$ cat src/rtl/mux_scan_sequencer.sv
// Scan controller for the 8:1 channel mux: steps S through channels 0..7, samples f after
// SETTLE_CYCLES on each channel and offers the byte on a valid/ready port. Define SCAN_PARITY_EN for `parity`.
module mux_scan_sequencer #(
  parameter int unsigned SETTLE_CYCLES = 1
) (
  input  logic       clk,
  input  logic       rst,
  input  logic       start,
  output logic [2:0] S,
  input  logic       f,
  output logic [7:0] data,
  output logic       valid,
  input  logic       ready,
`ifdef SCAN_PARITY_EN
  output logic       busy,
  output logic       parity
`else
  output logic       busy
`endif
);

  typedef enum logic [1:0] {
    ST_IDLE,
    ST_SETTLE,
    ST_SAMPLE,
    ST_DONE
  } state_t;

  localparam bit         ZERO_SETTLE = (SETTLE_CYCLES == 0);
  localparam logic [3:0] SETTLE_LAST = ZERO_SETTLE ? 4'd0 : 4'(SETTLE_CYCLES - 1);
  localparam state_t     CH_FIRST    = ZERO_SETTLE ? ST_SAMPLE : ST_SETTLE;

  state_t     state_q, state_d;
  logic [2:0] s_q, s_d;
  logic [3:0] cnt_q, cnt_d;
  logic [6:0] cap_q, cap_d;
  logic [7:0] data_q, data_d;
  logic       valid_q, valid_d;
  logic       busy_q, busy_d;
`ifdef SCAN_PARITY_EN
  logic       parity_q, parity_d;
`endif

  always_comb begin
    state_d = state_q;
    s_d     = s_q;
    cnt_d   = cnt_q;
    cap_d   = cap_q;
    data_d  = data_q;
    valid_d = valid_q;
`ifdef SCAN_PARITY_EN
    parity_d = parity_q;
`endif

    case (state_q)
      ST_IDLE: begin
        if (start) begin
          state_d = CH_FIRST;
          s_d     = '0;
          cnt_d   = '0;
          cap_d   = '0;
        end
      end

      ST_SETTLE: begin
        cnt_d = cnt_q + 4'd1;
        if (cnt_q == SETTLE_LAST) begin
          state_d = ST_SAMPLE;
        end
      end

      ST_SAMPLE: begin
        if (s_q != 3'd7) begin
          for (int unsigned k = 0; k < 7; k++) begin
            if (s_q == 3'(k)) begin
              cap_d[k] = f;
            end
          end
          s_d     = s_q + 3'd1;
          cnt_d   = '0;
          state_d = CH_FIRST;
        end else begin
          // Channel 7 bypasses the capture register and lands directly in data.
          data_d  = {f, cap_q};
          valid_d = 1'b1;
          state_d = ST_DONE;
`ifdef SCAN_PARITY_EN
          parity_d = ^{f, cap_q};
`endif
        end
      end

      ST_DONE: begin
        if (ready) begin
          valid_d = 1'b0;
          state_d = ST_IDLE;
        end
      end

      default: state_d = ST_IDLE;
    endcase

    busy_d = (state_d != ST_IDLE);
  end

  always_ff @(posedge clk or posedge rst) begin
    if (rst) begin
      state_q <= ST_IDLE;
      s_q     <= '0;
      cnt_q   <= '0;
      cap_q   <= '0;
      data_q  <= '0;
      valid_q <= 1'b0;
      busy_q  <= 1'b0;
`ifdef SCAN_PARITY_EN
      parity_q <= 1'b0;
`endif
    end else begin
      state_q <= state_d;
      s_q     <= s_d;
      cnt_q   <= cnt_d;
      cap_q   <= cap_d;
      data_q  <= data_d;
      valid_q <= valid_d;
      busy_q  <= busy_d;
`ifdef SCAN_PARITY_EN
      parity_q <= parity_d;
`endif
    end
  end

  assign S     = s_q;
  assign data  = data_q;
  assign valid = valid_q;
  assign busy  = busy_q;
`ifdef SCAN_PARITY_EN
  assign parity = parity_q;
`endif

endmodule

$ cat config.mk
export PLATFORM = sky130hd
export DESIGN_NAME = mux_scan_sequencer
export DESIGN_NICKNAME = d
export VERILOG_FILES = /design/src/rtl/mux_scan_sequencer.sv
export SDC_FILE = /design/constraint.sdc
export NUM_CORES = 1
export LEC_CHECK = 0
export ABC_CLOCK_PERIOD_IN_PS = 1990
export CAP_MARGIN = 30
export CORE_UTILIZATION = 53
export DETAILED_ROUTE_END_ITERATION = 10
export GPL_ROUTABILITY_DRIVEN = 0
export GPL_TIMING_DRIVEN = 0
export HOLD_SLACK_MARGIN = 0.12
export PLACE_DENSITY = 0.88
export SKIP_LAST_GASP = 1
export SLEW_MARGIN = 20
export SYNTH_ARGS = -nofsm -noshare
export SYNTH_HDL_FRONTEND = slang
export SYNTH_SLANG_ARGS = --single-unit
$ cat constraint.sdc
create_clock -name clk -period 1.99 [get_ports clk]
set_clock_uncertainty 0.05 [all_clocks]
set_input_delay 0.199 -clock clk [delete_from_list [all_inputs] [get_ports clk]]
set_output_delay 0.199 -clock clk [all_outputs]
set_load 0.1 [all_outputs]
# Word-level counts from Yosys, hierarchy flattened
# Index checks and enable logic that the tools add are counted.
# word_totals
inputBits	5
ff_bits	26
word_cells	79
out_inout_bits	13
# op_classes
n_addsub	2
eq_ne	21
n_mux	24
bitwise_logic	1
reduce_logical	18
# ops
operator	count
$reduce_and A4 Y1	7
$ne A2 B2 Y1 const B	11
$mux W7	2
$pmux W7 S2	1
$pmux W4 S3	1
$eq A3 B3 Y1 const B	3
$mux W1	9
$reduce_and A3 Y1	3
$mux W2	4
$mux W4	2
$pmux W2 S4	1
$eq A3 B2 Y1 const B	2
$mux W3	2
$pmux W3 S2	1
$reduce_bool A2 Y1	3
$add A4 B1 Y4 const B	1
$eq A2 B2 Y1 const B	2
$logic_not A4 Y1	1
$add A3 B1 Y3 const B	1
$eq A3 B1 Y1 const B	1
$logic_not A3 Y1	1
$ne A3 B3 Y1 const B	1
$reduce_bool A3 Y1	1
$eq A2 B1 Y1 const B	1
other kinds (4)	4

# Longest topological paths before layout
# depth
depth_word	4
ltp_mapped	6
mapped_depth_nobuf	5

# Worst setup path before layout
# No wires, ideal clock.
# synth_path
kind	reg-to-reg
startpoint	register s_q[0], in the netlist S[0]
endpoint	register cap_q[0]
setup_time_ps	126
path_buffers	1
path_slack_ps	-389
period_less_slack_ps	2379
path_stages_with_launch	7
required_ps	1814
arrival_time_ps	2203
cell_sequence	dfrtp_1 -> ha_1 -> ha_1 -> buf_6 -> and4bb_4 -> and2_4 -> a221o_1
# synth_via
elab_chain_len	3
elab_cells_between_ends	5
cone_classes	3 x eq/ne; 2 x reduce/logical
# synth_lines
item	line	rtl
start, declared	34	logic [2:0] s_q, s_d;
start signal, assigned	109	s_q <= '0;
start signal, assigned	120	s_q <= s_d;
$ne A3 B3 Y1 / $logic_not A3 Y1 (equally long branches)	73, 75	
$ne A2 B2 Y1 (no line)	-	
$reduce_and A4 Y1 (no line) *	-	
end signal, assigned	122	cap_q <= cap_d;
end, declared	36	logic [6:0] cap_q, cap_d;
# Every way passes the cells marked *; elsewhere a longest branch is shown, timed or not.
# A chain may end at the register's enable or synchronous reset.

# Worst setup path in the final report
# layout_path
startpoint	register s_q[0], in the netlist S[0]
endpoint	output S[0]
# layout_rtl
item	line	rtl
end, declared	9	output logic [2:0] S,
# No word-level cell between the ends.

==> qor_table.md <==
| Stage | Parameter | This run |
| --- | --- | --- |
| status | Result of the run | complete, no violations |
| sta | Clock period minus final worst setup slack | 1910 ps |
| yosys | Sequential share of the synthesized area | 48.3% |
| sta | Fin. Hold Viols | 0 |
| routing | Detailed-routed wire length on met2 | 1380 um |
| setup path | Bufs and invs on worst path | 1 |
| routing | First DRT Iteration DRCs | 21 |
| place | Count of buffers inserted at the top-level ports | 17 |
| clock network | # clock sinks | 26 |
| routing | Number of iterations in the first detailed-routing pass | 4 |
| die | Standard-cell rows | 17 |
| yosys | Avg Synthesized Cell Area | 10.9 um2 |
| power and ir drop | Maximum VDD drop | 0.000909 V |
| setup path | Worst EP arrival | 1660 ps |
| layout | Commonest non-fill, non-tap cells in the layout | dfrtp_1, nand2_1, dlygate4sd2_1 |
| layout | ANT cells | 0 |
| sta | Worst slew margin relative to its limit | 36.7% |
| setup path | Worst Setup Path Type | flop to primary output |
| setup path | Maximum fanout along the worst path | 7 |
| routing | Wirelength, routed | 2670 um |
| yosys | Count of state elements after synthesis | 26 |
| sta | Final clock period utilization by the worst path | 95.8% |
| flow run | Number of violations of the max-capacitance limit | 0 |
| routing | DRC errors left | 0 |
| clock network | Cell at the root of the clock tree | clkbuf_4 |
| routing | Met3 wire len | 78 um |
| yosys | Post-synthesis instance area | 1350 um2 |
| clock network | Post-CTS Repair Setup Buffers | 0 |
| clock network | Clock latency reported for the late side of the worst-skew pair | 320 ps |
| routing | Via/cell ratio | 5.87 |
| grt | Maximum number of pins on one net before global-route repair | 27 |
| place | Detailed-placement wirelength estimate | 1950 um |
| setup path | Crit-path slowest cell | dlygate4sd2_1 |
| yosys | Number of enable-type register cells in the synthesized netlist | 0 |
| routing | Final antenna-violating net count | 0 |
| setup path | Required time at the endpoint of the critical path | 1740 ps |
| yosys | Top_reg_cell synth | dfrtp_1 |
| clock network | Maximum level of the CTS H-tree | 1 |
| routing | Wire length per cell after detailed routing | 15.3 um |
| setup path | Critical path launch point type | flop |
| yosys | Cell count after synthesis | 123 |
| routing | Uppermost layer routed | met4 |
| yosys | Post-Syn Nets | 136 |
| grt | Wire length of the first global-routing pass | 4540 um |
| die | Die Area | 2750 um2 |
| sta | RSZ-0062 raised after global routing | no |
| clock network | CTS buffer count | 3 |
| power and ir drop | Final Total Pwr | 1.98 mW |
| grt | Overflow left after global routing | 0 |
| die | Horizontal die dimension | 52.4 um |
| die | Std-Cell Core Area | 2300 um2 |
| sta | Max Freq | 524 MHz |
| routing | Length of routed wiring on met1 | 1140 um |
| die | Initial core utilization | 58.6% |
| yosys | Most area-consuming cells after synthesis | dfrtp_1, ha_1, mux2_1 |
| power and ir drop | Leakage component of the power | 0.847 nW |
| clock network | Maximum clock insertion buffer count | 2 |
| yosys | Portion of synthesized cell area occupied by the leading cell type | 48.3% |
| grt | Gr usage total | 23.0% |
| sta | Total Negative Setup Slacks | 0 ps |
| grt | Number of global-route vias before repair | 1047 |
| layout | Commonest non-fill, non-tap cell in the layout | dfrtp_1 |
| yosys | Fraction of registers with async set or reset after synthesis | 100% |
| sta | Pins over their slew limit | 0 |
| layout | Share of layout cells above drive strength 1 | 13.0% |
| yosys | Distinct cells, synth | 36 |
| yosys | Cell type contributing the most total cell area after synthesis | dfrtp_1 |
| layout | P&R area growth vs syn | 19.2% |
| power and ir drop | Power density relative to cell area | 1230 nW/um2 |
| layout | Nets | 160 |
| sta | Final-report setup violation count | 0 |
| yosys | Warnings, synthesis | 0 |
| clock network | TritonCTS clock tree | yes |
| setup path | Cells along the critical path | dlygate4sd2_1 |
| die | I/O pin total | 18 |
| sta | Worst-Margin Slew | 953 ps |
| routing | Via count | 1021 |
| setup path | Kind of capture point of the worst setup path | primary output |
| grt | Number of antenna violations at the first check in global routing | 0 |
| setup path | Kind of cell with the highest combined delay on the critical path | buffers and inverters |
| die | Height of the die | 52.4 um |
| min path | Class of the worst hold path | flop to flop |
| setup path | Highest cell delay on the worst timing path | 860 ps |
| clock network | Register clock-pin slew on the reported worst setup and hold paths | 140 ps |
## report_power, final
group          switching [mW]  internal (mW)  leakage (nW)
registers               0.126          0.666         0.335
logic                   0.626          0.296         0.490
clock network           0.155          0.112        0.0210
total                   0.907           1.07         0.847
## through the flow
stage,hold WS [ps],worst slack [ps],util [%],cells,area (um2)
after floorplan,189,50.8,-,123,1360
final,452,82.7,69.9,174,1610
after global placement,423,155,67.9,168,1560
after CTS,362,62.2,68.8,172,1580
after detailed placement,432,114,67.9,168,1560
after global routing,470,30.6,69.9,174,1610
## state kept, by name (all words and copies together) (netlist names)
signal,flops
busy,1
S,3
data,8
valid,1
state_q,2
cnt_q,4
cap_q,7
## routing by layer
metal | track usage [%] | vias up
met1 | 25.6 | 501
met5 | 0 | -
met4 | 13.6 | 0
li1 | - | 486
met2 | 40.7 | 25
met3 | 3.48 | 9
## logic make-up (layout without fill, tap and decap cells)
kind of cell / count (synthesis) / count (layout) / share of synthesized area (%)
and+or+nand+nor: 35 / 35 / 15.1
AOI/OAI and AO/OA: 31 / 31 / 16.6
buffers and inverters: 14 / 37 / 5.02
adders and majority gates: 8 / 8 / 7.44
DFF: 26 / 26 / 48.3
muxes: 9 / 9 / 7.44
## final cells by class
class | count | area (um2)
fill | 177 | 692
sequential | 26 | 659
multi-input combinational | 83 | 628
timing repair buffer | 19 | 179
clock buffer | 4 | 36.3
tap | 28 | 35.0
buffer | 5 | 33.8
inverter | 9 | 33.8
## cells in the mapped netlist, types with 2 or more instances
cell type and count:
dfrtp_1 26, nand2_1 17, inv_1 9, ha_1 8
mux2_1 7, a21oi_1 6, o21ai_0 6, a221o_1 4
a22o_1 4, a211o_1 3, buf_2 3, a31oi_1 2
and3_1 2, nand2b_1 2, nor2_1 2, nor2b_1 2
## path summary, 6_finish.rpt
path | cells after the start | endpoint | startpoint | slack, ps
setup / recovery | 1 | S[0] | S[0]$_DFFE_PP0P_ | 80
max in group asynchronous | 4 | S[0]$_DFFE_PP0P_ | rst | 840
min in group asynchronous | 3 | valid$_DFFE_PP0P_ | rst | 620
hold / removal | 1 | data[4]$_DFFE_PP0P_ | data[4]$_DFFE_PP0P_ | 450
hold reg to reg | 1 | data[4]$_DFFE_PP0P_ | data[4]$_DFFE_PP0P_ | 450
setup reg to reg | 6 | cnt_q[0]$_DFFE_PP0P_ | S[0]$_DFFE_PP0P_ | 90
## repair_timing
item / 4_1_cts / 5_1_grt
hold endpoints to repair: 0 / 12
endpoints found under the setup margin: 13 / 0
hold buffers: 0 / 1
gates resized for setup: 13 / 0
Note: power is estimated with default switching activity, not from simulation.
